### src/rtl/lsu_pkg.sv
// Shared encodings for the load/store unit: access sizes, FSM states, word geometry.
package lsu_pkg;

   localparam int WORD_BYTES = 4;

   typedef enum logic [1:0] {
      SZ_B = 2'b00,
      SZ_H = 2'b01,
      SZ_W = 2'b10,
      SZ_X = 2'b11
   } size_e;

   typedef enum logic [1:0] {
      IDLE = 2'b00,
      RD   = 2'b01,
      WR   = 2'b10,
      RESP = 2'b11
   } state_e;

endpackage

### src/rtl/lsu_mem_master_if.sv
// Core request/response and data-memory port bundle for lsu_mem_master.
interface lsu_mem_if #(parameter int ADDR_W = 32);

   logic              req_valid;
   logic              req_ready;
   logic              req_we;
   logic [1:0]        req_size;
   logic              req_signed;
   logic [ADDR_W-1:0] req_addr;
   logic [31:0]       req_wdata;
   logic              resp_valid;
   logic [31:0]       resp_rdata;
   logic              resp_err;
   logic [ADDR_W-1:0] mem_addr;
   logic [31:0]       mem_wd;
   logic              mem_we;
   logic [31:0]       mem_rd;

   modport master (
      input  req_valid, req_we, req_size, req_signed, req_addr, req_wdata, mem_rd,
      output req_ready, resp_valid, resp_rdata, resp_err, mem_addr, mem_wd, mem_we
   );

   modport slave (
      output req_valid, req_we, req_size, req_signed, req_addr, req_wdata, mem_rd,
      input  req_ready, resp_valid, resp_rdata, resp_err, mem_addr, mem_wd, mem_we
   );

endinterface

### src/rtl/lsu_lane_unit.sv
// Byte/half lane handling: load extract with sign/zero extend, and sub-word store merge.
module lsu_lane_unit
   import lsu_pkg::*;
(
   input  logic [31:0] word,
   input  logic [1:0]  lane,
   input  size_e       size,
   input  logic        sgn,
   input  logic [31:0] wdata,
   output logic [31:0] load_data,
   output logic [31:0] store_word
);

   logic [7:0]  byte_v;
   logic [15:0] half_v;

   always_comb begin
      byte_v     = word[{lane, 3'b000} +: 8];
      half_v     = lane[1] ? word[31:16] : word[15:0];
      load_data  = word;
      store_word = wdata;
      // A misaligned half simply uses addr[1]; word accesses ignore the lane.
      case (size)
         SZ_B: begin
            load_data  = {{24{sgn & byte_v[7]}}, byte_v};
            store_word = word;
            store_word[{lane, 3'b000} +: 8] = wdata[7:0];
         end
         SZ_H: begin
            load_data  = {{16{sgn & half_v[15]}}, half_v};
            store_word = word;
            if (lane[1]) store_word[31:16] = wdata[15:0];
            else         store_word[15:0]  = wdata[15:0];
         end
         default: ;
      endcase
   end

endmodule

### src/rtl/lsu_mem_master.sv
// Load/store unit driving a word-only data memory; sub-word stores are read-modify-write.
// Optional misalignment trap: define LSU_MISALIGN_TRAP_EN.
module lsu_mem_master
   import lsu_pkg::*;
#(
   parameter int ADDR_W    = 32,
   parameter int MEM_WORDS = 64
)(
   input  logic clk,
   input  logic reset,
   lsu_mem_if.master bus
);

   // state | meaning
   // IDLE  | req_ready high, waiting for a request
   // RD    | memory word read (load data, or old word for sub-word store)
   // WR    | single-cycle memory write (mem_we high)
   // RESP  | resp_valid pulse with rdata/err

   state_e            state;
   logic              r_we;
   size_e             r_size;
   logic              r_sgn;
   logic [ADDR_W-1:0] r_addr;
   logic [31:0]       r_wdata;
   logic              accept;
   logic              req_err;
   logic [ADDR_W-1:0] word_addr;
   logic [31:0]       load_data;
   logic [31:0]       store_word;

   assign accept    = bus.req_valid & bus.req_ready;
   assign word_addr = {bus.req_addr[ADDR_W-1:2], 2'b00};

   always_comb begin
      req_err = ({2'b00, bus.req_addr[ADDR_W-1:2]} >= ADDR_W'(MEM_WORDS))
                || (bus.req_size == SZ_X);
`ifdef LSU_MISALIGN_TRAP_EN
      if (bus.req_size == SZ_H && bus.req_addr[0])          req_err = 1'b1;
      if (bus.req_size == SZ_W && bus.req_addr[1:0] != 2'b00) req_err = 1'b1;
`endif
   end

   lsu_lane_unit u_lane (
      .word       (bus.mem_rd),
      .lane       (r_addr[1:0]),
      .size       (r_size),
      .sgn        (r_sgn),
      .wdata      (r_wdata),
      .load_data  (load_data),
      .store_word (store_word)
   );

   always_ff @(posedge clk or negedge reset) begin
      if (!reset) begin
         state          <= IDLE;
         r_we           <= 1'b0;
         r_size         <= SZ_B;
         r_sgn          <= 1'b0;
         r_addr         <= '0;
         r_wdata        <= '0;
         bus.req_ready  <= 1'b1;
         bus.resp_valid <= 1'b0;
         bus.resp_rdata <= '0;
         bus.resp_err   <= 1'b0;
         bus.mem_addr   <= '0;
         bus.mem_wd     <= '0;
         bus.mem_we     <= 1'b0;
      end else begin
         case (state)
            IDLE: if (accept) begin
               r_we          <= bus.req_we;
               r_size        <= size_e'(bus.req_size);
               r_sgn         <= bus.req_signed;
               r_addr        <= bus.req_addr;
               r_wdata       <= bus.req_wdata;
               bus.req_ready <= 1'b0;
               if (req_err) begin
                  state          <= RESP;
                  bus.resp_valid <= 1'b1;
                  bus.resp_err   <= 1'b1;
               end else if (bus.req_we && bus.req_size == SZ_W) begin
                  state        <= WR;
                  bus.mem_addr <= word_addr;
                  bus.mem_wd   <= bus.req_wdata;
                  bus.mem_we   <= 1'b1;
               end else begin
                  state        <= RD;
                  bus.mem_addr <= word_addr;
               end
            end
            RD: begin
               // mem_addr stays put for the RMW write phase.
               if (r_we) begin
                  state      <= WR;
                  bus.mem_wd <= store_word;
                  bus.mem_we <= 1'b1;
               end else begin
                  state          <= RESP;
                  bus.mem_addr   <= '0;
                  bus.resp_valid <= 1'b1;
                  bus.resp_rdata <= load_data;
               end
            end
            WR: begin
               state          <= RESP;
               bus.mem_we     <= 1'b0;
               bus.mem_addr   <= '0;
               bus.mem_wd     <= '0;
               bus.resp_valid <= 1'b1;
            end
            RESP: begin
               state          <= IDLE;
               bus.resp_valid <= 1'b0;
               bus.resp_err   <= 1'b0;
               bus.resp_rdata <= '0;
               bus.req_ready  <= 1'b1;
            end
            default: state <= IDLE;
         endcase
      end
   end

endmodule

### src/flat_wrapper.sv
// flat-port wrapper written by rule: the top's interface ports become plain ports
module lsu_mem_master_flat import lsu_pkg::*;
#(
   parameter int ADDR_W    = 32,
   parameter int MEM_WORDS = 64
)
  (clk, reset, bus_req_valid, bus_req_we, bus_req_size, bus_req_signed, bus_req_addr, bus_req_wdata, bus_mem_rd, bus_req_ready, bus_resp_valid, bus_resp_rdata, bus_resp_err, bus_mem_addr, bus_mem_wd, bus_mem_we);
  lsu_mem_if #(.ADDR_W(ADDR_W)) bus_i ();
  input  logic clk;
  input  logic reset;
  input wire logic [$bits(bus_i.req_valid)-1:0] bus_req_valid;
  input wire logic [$bits(bus_i.req_we)-1:0] bus_req_we;
  input wire logic [$bits(bus_i.req_size)-1:0] bus_req_size;
  input wire logic [$bits(bus_i.req_signed)-1:0] bus_req_signed;
  input wire logic [$bits(bus_i.req_addr)-1:0] bus_req_addr;
  input wire logic [$bits(bus_i.req_wdata)-1:0] bus_req_wdata;
  input wire logic [$bits(bus_i.mem_rd)-1:0] bus_mem_rd;
  output wire logic [$bits(bus_i.req_ready)-1:0] bus_req_ready;
  output wire logic [$bits(bus_i.resp_valid)-1:0] bus_resp_valid;
  output wire logic [$bits(bus_i.resp_rdata)-1:0] bus_resp_rdata;
  output wire logic [$bits(bus_i.resp_err)-1:0] bus_resp_err;
  output wire logic [$bits(bus_i.mem_addr)-1:0] bus_mem_addr;
  output wire logic [$bits(bus_i.mem_wd)-1:0] bus_mem_wd;
  output wire logic [$bits(bus_i.mem_we)-1:0] bus_mem_we;
  assign bus_i.req_valid = bus_req_valid;
  assign bus_i.req_we = bus_req_we;
  assign bus_i.req_size = bus_req_size;
  assign bus_i.req_signed = bus_req_signed;
  assign bus_i.req_addr = bus_req_addr;
  assign bus_i.req_wdata = bus_req_wdata;
  assign bus_i.mem_rd = bus_mem_rd;
  assign bus_req_ready = bus_i.req_ready;
  assign bus_resp_valid = bus_i.resp_valid;
  assign bus_resp_rdata = bus_i.resp_rdata;
  assign bus_resp_err = bus_i.resp_err;
  assign bus_mem_addr = bus_i.mem_addr;
  assign bus_mem_wd = bus_i.mem_wd;
  assign bus_mem_we = bus_i.mem_we;
  lsu_mem_master #(.ADDR_W(ADDR_W), .MEM_WORDS(MEM_WORDS)) u_core (.clk(clk), .reset(reset), .bus(bus_i));
endmodule
### config.mk
export PLATFORM = sky130hd
export DESIGN_NAME = lsu_mem_master_flat
export DESIGN_NICKNAME = d
export VERILOG_FILES = /design/src/rtl/lsu_pkg.sv /design/src/rtl/lsu_mem_master_if.sv /design/src/rtl/lsu_lane_unit.sv /design/src/rtl/lsu_mem_master.sv /design/src/flat_wrapper.sv
export SDC_FILE = /design/constraint.sdc
export NUM_CORES = 1
export LEC_CHECK = 0
export CORE_MARGIN = 1.5
export CORE_UTILIZATION = 45
export DETAILED_ROUTE_END_ITERATION = 10
export GPL_TIMING_DRIVEN = 0
export PLACE_DENSITY = 0.81
export RECOVER_POWER = 100
export REMOVE_ABC_BUFFERS = 1
export SLEW_MARGIN = 20
export SYNTH_ARGS = -nofsm -noshare
export SYNTH_HDL_FRONTEND = slang
export SYNTH_SLANG_ARGS = --single-unit
### constraint.sdc
create_clock -name clk -period 2.3 [get_ports clk]
set_clock_uncertainty 0.05 [all_clocks]
set_input_delay 0.575 -clock clk [delete_from_list [all_inputs] [get_ports clk]]
set_output_delay 0.575 -clock clk [all_outputs]
set_load 0.02 [all_outputs]
# Word-level counts from Yosys, hierarchy flattened
# Index checks and enable logic that the tools add are counted.
dict set report word_totals {
  ff_bits 140
  inputBits 103
  out_inout_bits 100
  word_cells 81
}
dict set report op_classes {
  add_sub_neg 1
  n_lt_le_gt_ge 1
  eq_ne 12
  n_shift 3
  muxes 34
  n_bitwise 3
  n_reduce_logical 14
}
# operator n
set ops {}
lappend ops {{32-bit 2-to-1 mux} 8}
lappend ops {{32-bit case mux with 2 select lines} 3}
lappend ops {{32-bit case mux with 3 select lines} 2}
lappend ops {{16-bit 2-to-1 mux} 3}
lappend ops {{32-bit bitwise mux} 1}
lappend ops {{8-bit by 7-bit variable shift with 32-bit output, first input constant} 1}
lappend ops {{32-bit by 6-bit indexed part select with 8-bit output} 1}
lappend ops {{8-bit by 7-bit indexed part select with 32-bit output} 1}
lappend ops {{30-bit by 7-bit >= comparator with 1-bit output, second input constant} 1}
lappend ops {{1-bit 2-to-1 mux} 9}
lappend ops {{2-bit equality test, second input constant} 4}
lappend ops {{2-bit by 1-bit inequality test with 1-bit output, second input constant} 4}
lappend ops {{2-bit case mux with 4 select lines} 1}
lappend ops {{5-bit negator with 7-bit output} 1}
lappend ops {{2-bit 2-to-1 mux} 3}
lappend ops {{2-bit AND reduction} 3}
lappend ops {{3-bit AND reduction} 2}
lappend ops {{5-bit AND reduction} 1}
lappend ops {{2-bit by 1-bit equality test with 1-bit output, second input constant} 2}
lappend ops {{2-bit zero test} 2}
lappend ops {{2-bit inequality test, second input constant} 2}
lappend ops {{1-bit case mux with 2 select lines} 2}
lappend ops {{1-bit case mux with 4 select lines} 1}
lappend ops {{4-bit AND reduction} 1}
lappend ops {{6 further kinds} 9}

# Longest topological paths before layout
# Gate-level depths: netlist (run 1).
dict set report logic_depth {
  word_depth 6
  depth_mapped 9
}

# Cells and area by module
# From an unflattened synthesis (run 1), not the netlist that was laid out.
dict set report hier_totals {
  hier_cells 736
  hier_area_um2 7370.8
}
# mod n_inst cells_each area_per_inst_um2
set by_module_without_submodules {}
lappend by_module_without_submodules {lsu_mem_master 1 486 5713.0}
lappend by_module_without_submodules {lsu_lane_unit 1 250 1657.8}

# Worst setup path before layout (run 1)
# No wires, ideal clock.
dict set report synth_path {
  path_kind {reg-to-reg}
  from {register u_core.r_addr[1]}
  to {register u_core.bus.mem_wd[2]}
  setup_time_ns 0.064
  arrival_time_ns 2.253
  t_required_ns 2.186
  setup_slack_ns -0.067
  path_stages_with_launch 9
  n_path_buf 2
  path_cell_list {dfrtp_1 > buf_2 > buf_2 > inv_1 > ha_1 > nor4b_4 > a221oi_1 > o32ai_1 > mux2_4}
}
dict set report synth_between {
  elab_chain_cells 6
}
# element line_no
set synth_rtl {}
lappend synth_rtl {{start: declaration} lsu_mem_master.sv:24} ;# logic [ADDR_W-1:0] r_addr;
lappend synth_rtl {{start signal: assignment} lsu_mem_master.sv:75} ;# r_addr <= bus.req_addr;
lappend synth_rtl {{5-bit negator with 7-bit output} lsu_lane_unit.sv:27} ;# store_word[{lane, 3'b000} +: 8] = wdata[7:0];
lappend synth_rtl {{8-bit by 7-bit indexed part select with 32-bit output / 8-bit by 7-bit variable shift with 32-bit output (equally long branches)} lsu_lane_unit.sv:27}
lappend synth_rtl {{32-bit bitwise mux} lsu_lane_unit.sv:27}
lappend synth_rtl {{32-bit case mux with 2 select lines *} lsu_lane_unit.sv:23} ;# case (size)
lappend synth_rtl {{32-bit 2-to-1 mux *} lsu_mem_master.sv:94} ;# if (r_we) begin
lappend synth_rtl {{32-bit case mux with 3 select lines *} lsu_mem_master.sv:70} ;# case (state)
lappend synth_rtl {{end signal: assignment} lsu_mem_master.sv:85} ;# bus.mem_wd <= bus.req_wdata;
lappend synth_rtl {{end signal: assignment} lsu_mem_master.sv:96} ;# bus.mem_wd <= store_word;
lappend synth_rtl {{end: declaration} lsu_mem_master_if.sv:21} ;# output req_ready, resp_valid, resp_rdata, resp_err, mem_addr, mem_wd, mem_we
# Mark *: on every way between the ends. The rest lies on a longest branch, timed or not. The select of a mux whose other input is x is not followed.
# A chain may end at the register's enable or synchronous reset.

# Final worst setup path (run 1)
dict set report layout_path {
  from {register u_core.r_addr[1]}
  to {register u_core.bus.mem_wd[31]}
}
# Same word-level chain as after synthesis.

==> out/metrics.cfg, run 1 <==
[outcome]
outcome = complete, but fails checks
violations = capacitance limit, slew limit

[synth]
syn_area_per_cell_sq_um = 10.6
async_reset_ff_frac = 1.00
ys_ff_latch = 138
synth.distinct_cells = 58
syn_area_sq_um = 7630
synth-edff-count = 0
synth_area_leaders = dfrtp_1 (45%), mux2_2 (7.2%), mux2_4 (4.3%)
ys_seq_area_frac = 0.453
yosys_warnings = 0
yosys.area.top_type_share = 0.449
syn_inst = 717
synth_area_leader_cell = dfrtp_1
yosys_most_used_dff = dfrtp_1
yosysMostFrequentCell = dfrtp_1
synthTopCellsByCount = dfrtp_1 (137), nand2_1 (77), mux2_2 (49)

[layout]
layout.cells.non_filler = 1155
layout.filler_cells = 1315
final_layout_size_suffix_gt1_frac = 0.202
syn_to_final_growth_pct = 42.0
design_area_sq_um = 10800
diodes = 0
fin_nets = 1035

[setup_path]
path_delay_family = simple AND/OR/NAND/NOR gates
r2r-end = u_core.bus.mem_wd[31]
cp-endpoint = u_core.bus.mem_wd[31]
worstSetupEndpointType = flip-flop
cp_slowest_stage_delay_ps = 470
crit_type = reg2reg
cp-start-kind = flip-flop
path_depth = 8
required_ps = 2620
reg2reg_from = u_core.r_addr[1]
arrival_ps = 2590
r2r_slack_ps = 30
crit_buf_inv = 2
r2r_cells = 8
cp-startpoint = u_core.r_addr[1]
worstPathMaxFanout = 4
crit_chain = clkinvlp_4 > ha_2 > or3_4 > nor4_4 > buf_4 > a221oi_1 > o22ai_1 > mux2_4
slowest_stage = dfrtp_4

[sta]
hold_viol_final = 0
worstMarginPinSlew_ps = 1640
min_period_ps = 2270
period_share = 0.988
grt_setup_unrepaired = true
hold_ws_ps = 422
setup_tns_ps = 0
maxSlewViolCount = 62
fmax_mhz = 440
fin_ws_ps = 28.0
setup_viol = 0
slew_headroom = -0.0949

[global_route]
grt_usage = 0.268
grt_pass1_wl_um = 36600
globalRouteOverflowTotal = 0
antenna_found_initial = 1
grt_pass1_vias = 6662
grt_max_degree = 78

[route]
vias = 6711
drt_iter0_markers = 560
first_pass_iters = 8
viasPerCell = 5.81
wl_um = 24000
wl_per_cell_um = 20.7
drc_errors = 0
ant_nets = 0

[clocking]
path_clk_slew_ps = 60
cts_root_buf = clkbuf_16
clock_path_buffers = 2
cts_sinks = 138
cts_tree = yes
clk_latency_ps = 430
cts_htree_levels = 4
cts_buffers = 17

[worst_hold_path]
hp-class = reg2reg

[power]
p_comb_frac = 0.586
p_int_w = 0.00981
clockPowerShare = 0.152
p_per_area_nw_per_um2 = 1560
p_leak_nw = 4.71
p_seq_frac = 0.262
ir_worst_vdd_v = 0.000827
p_sw_frac = 0.421
power_switching_w = 0.00713

[floorplan]
rows = 47
die_width_um = 133
io-pin-count = 203
die-area_sq_um = 17800
die_h_um = 133
core_sq_um = 16600
start_util = 0.460

[place]
gp_congestion = 0.813
dp.cells = 1096
hpwlAfterDp_um = 15700
placedInstanceArea_sq_um = 9850
dp_slack_ps = -653
port-buffer-count = 200

[job]
cap_violations = 1

[final cells by class]
type	instances	area, sq um	share of cell area
clock buffers	25	515	0.0476
clock inverters	7	38.8	0.00358
inverters	46	181	0.0167
multi-input cells	486	3960	0.365
flip-flops and latches	138	3460	0.320
well taps	220	275	0.0254
repair buffers	233	2400	0.222
[layout by cell type, fill, tap and decap left out, types with 7 or more instances in the layout]
cell type,n
clkdlybuf4s50_1,195
dfrtp_1,133
nand2_1,74
mux2_2,48
o21ai_0,47
inv_1,41
nor2b_1,36
o22ai_1,28
nand2b_1,25
a221oi_1,23
mux2_4,23
mux2i_1,20
buf_4,20
a22o_1,18
clkbuf_16,18
nor2_1,11
o221ai_1,10
a22oi_1,10
a32o_1,9
mux2_1,7
clkinv_2,7
o32ai_1,7
[state kept, by name, summed over array words and instances (netlist names), 2 cells and up]
register / flops
u_core.r_wdata: 32
u_core.bus.resp_rdata: 32
u_core.state: 2
u_core.bus.mem_wd: 32
u_core.r_size: 2
u_core.bus.mem_addr: 30
u_core.r_addr: 2
[timing repair]
action | 4_1_cts | 5_1_grt
gates cloned | 0 | 1
pin swaps | 9 | 7
endpoints found under the setup margin | 90 | 63
resized for setup | 16 | 29
setup buffers | 18 | 8
hold buffers | 0 | 0
[stage by stage]
stage          utilization  total power (W)
6_report             0.653           0.0169
5_1_grt              0.653           0.0178
4_1_cts              0.640           0.0165
3_5_place_dp         0.594           0.0135
3_3_place_gp         0.582           0.0125
2_1_floorplan            -          0.00991
[layer usage]
metal | wire, um | track usage | vias up
li1 | - | - | 3038
met1 | 9550 | 0.330 | 3269
met2 | 11500 | 0.434 | 358
met3 | 2480 | 0.103 | 46
met4 | 447 | 0.0882 | 0
met5 | 0 | 0 | -
[power by group through the flow]
stage               sequential (W)  clock [W]  combinational [W]
floorplan                  0.00508          0            0.00483
global placement           0.00453          0            0.00796
global route               0.00453    0.00269             0.0106
finish                     0.00444    0.00257            0.00994
detailed placement         0.00452          0            0.00893
CTS                        0.00437    0.00261            0.00948
[worst min path at each step]
stage | from | end | slack (ps) | depth (start not counted)
final | u_core.bus.resp_rdata[5] | u_core.bus.resp_rdata[5] | 420 | 2
after global routing | u_core.bus.mem_addr[17] | u_core.bus.mem_addr[17] | 460 | 1
after global placement | u_core.bus.resp_rdata[1] | u_core.bus.resp_rdata[1] | 400 | 2
after CTS | reset | u_core.bus.mem_addr[18] | 40 | 1
after floorplan | reset | u_core.bus.mem_addr[10] | 230 | 0
after detailed placement | u_core.bus.resp_rdata[0] | u_core.bus.resp_rdata[0] | 410 | 2
[logic make-up (layout without fill, tap and decap cells)]
logic type	after synthesis	count (layout)	synth area share
DFF	138	138	0.453
adders and majority gates	10	10	0.0164
muxes	100	100	0.158
and+or+nand+nor	185	186	0.136
AOI/OAI and AO/OA	188	188	0.180
buffers and inverters	95	311	0.0570
other	1	2	0.000491
[tightest hold or removal path, stage by stage, from the launching register on]
cell and delay (ps):
dfrtp_1 340, nand2_1 50, nand2_1 50
No activity file was read; power rests on OpenSTA's default activity.
==> run 2, diff against run 1 <==
--- a/config.mk
+++ b/config.mk
@@ -5,7 +5,6 @@
 export SDC_FILE = /design/constraint.sdc
 export NUM_CORES = 1
 export LEC_CHECK = 0
-export CORE_MARGIN = 1.5
 export CORE_UTILIZATION = 45
 export DETAILED_ROUTE_END_ITERATION = 10
 export GPL_TIMING_DRIVEN = 0
@@ -16,3 +15,4 @@
 export SYNTH_ARGS = -nofsm -noshare
 export SYNTH_HDL_FRONTEND = slang
 export SYNTH_SLANG_ARGS = --single-unit
+export TNS_END_PERCENT = 20
==> run 2 against run 1 <==
Effect of this change:
- the flow finishes with violations (setup timing)
- register-to-register slack worse by 70 ps
- sequential power hardly changed
- non-clock buffer count stayed put
- count of clock-buffer cells in the layout is 6 lower
- via count is 0.10% lower
- cell count is 0.17% lower
- critical path depth is 1 higher
- die area is 1.5% lower
- highest routed layer unchanged
==> out/metrics.cfg, run 2 (same netlist as run 1, synthesis figures left out) <==
[outcome]
outcome = complete, but fails checks
violations = setup timing

[sta]
worstMarginPinSlew_ps = 1160
slew_headroom = 0.228
period_share = 1.02
setup_viol = 10
min_period_ps = 2340
setup_tns_ps = -144
fin_ws_ps = -38.1
hold_viol_final = 0
fmax_mhz = 428
grt_setup_unrepaired = true
maxSlewViolCount = 0

[layout]
diodes = 0
syn_to_final_growth_pct = 43.7
final_layout_size_suffix_gt1_frac = 0.211
fin_nets = 1034
layout.filler_cells = 1301
final_common_cell = clkdlybuf4s50_1
final_cell_mix = clkdlybuf4s50_1 (194), dfrtp_1 (133), nand2_1 (73), mux2_2 (49), o21ai_0 (47)
design_area_sq_um = 11000
top_regs = u_core.bus.mem_wd (32), u_core.bus.resp_rdata (32), u_core.r_wdata (32)

[place]
placedInstanceArea_sq_um = 9850
hpwlAfterDp_um = 15600
port-buffer-count = 200
gp_congestion = 0.834

[power]
p_leak_nw = 4.75
p_per_area_nw_per_um2 = 1600
ir_worst_vdd_v = 0.00126

[clocking]
path_clk_slew_ps = 60
cts_sinks = 138
cts_buffers = 17
cts_root_buf = clkbuf_16
clk_latency_ps = 430
cts-hold-fix-buffers = 0
cts_htree_levels = 4
cts_tree = yes
clock_path_buffers = 2

[setup_path]
cp-start-kind = flip-flop
r2r_cells = 9
reg2reg_from = u_core.r_addr[1]
required_ps = 2620
r2r_slack_ps = -40
worstPathMaxFanout = 4
r2r-end = u_core.bus.mem_wd[28]
arrival_ps = 2650
worstSetupEndpointType = flip-flop
crit_type = reg2reg

[floorplan]
die_width_um = 132
core_sq_um = 16600
rows = 47
io-pin-count = 203
die-area_sq_um = 17500
start_util = 0.460
die_h_um = 132

[global_route]
antenna_found_initial = 0
grt_pass1_wl_um = 37000
grt_max_degree = 82
grt_usage = 0.275
grt_pass1_vias = 6712
globalRouteOverflowTotal = 0

[route]
wl_per_cell_um = 20.7
wl_met1_um = 9640
drt_iter0_markers = 589
top_layer_used = met4
dr_wl_met3_um = 2480
viasPerCell = 5.81
wl_um = 23800
drc_errors = 0
vias = 6704
first_pass_iters = 5
route.met2.wl_um = 11100
ant_nets = 0

[job]
cap_violations = 0

[worst_hold_path]
hp-class = in2async

## run 2: metrics by stage
stage                     worst slack, ps  total power [W]  utilization  hold slack (ps)  std cells
after floorplan                      -920          0.00991            -              229        669
after global placement              -5090           0.0125        0.582              402       1089
after detailed placement             -895           0.0135        0.594              418       1095
after CTS                           -10.6           0.0170        0.648              122       1146
after global routing                 -136           0.0184        0.662              455       1153
final                               -38.1           0.0175        0.662              337       1153
## run 2: how the worst max path moves through the flow
stage                     start                         to  slack (ps)  cells after the start
2_1_floorplan   u_core.state[0]       u_core.bus.mem_wd[2]        -920                      5
4_1_cts        u_core.r_addr[1]      u_core.bus.mem_wd[14]         -10                      9
3_5_place_dp   u_core.r_addr[1]       u_core.bus.mem_wd[2]        -890                      8
5_1_grt        u_core.r_addr[1]      u_core.bus.mem_wd[28]        -140                      9
6_report       u_core.r_addr[1]      u_core.bus.mem_wd[28]         -40                      9
3_3_place_gp              reset  u_core.bus.resp_rdata[25]       -5090                      1
## run 2: power by group
part / internal (W) / leakage [nW] / switching [W]
clock network: 0.00183 / 0.291 / 0.00108
logic: 0.00495 / 2.70 / 0.00524
registers: 0.00348 / 1.76 / 0.000942
## run 2: repair_timing
item | CTS | global route
endpoints found under the setup margin | 87 | 72
pin swaps | 12 | 16
setup buffers | 20 | 7
gates resized for setup | 25 | 35
## run 2: layout make-up
class	count	area, sq um	area share
multi-input cells	485	4030	0.368
flip-flops and latches	138	3460	0.316
repair buffers	233	2400	0.218
clock buffers	19	443	0.0404
well taps	220	275	0.0251
inverters	46	185	0.0169
clock inverters	12	174	0.0159
## run 2: critical path: stages, from the launching register on
cell and delay [ps]:
dfrtp_4 440, buf_16 110, clkinvlp_4 130, ha_4 190, or3_4 430, nor4_4 300, buf_4 210, a221oi_2 70
o22ai_1 180, mux2_4 170
## run 2: layer usage
metal | vias to the layer above | GRT usage
li1 | 3028 | -
met1 | 3252 | 0.348
met2 | 373 | 0.438
met3 | 51 | 0.0907
met4 | 0 | 0.105
met5 | - | 0
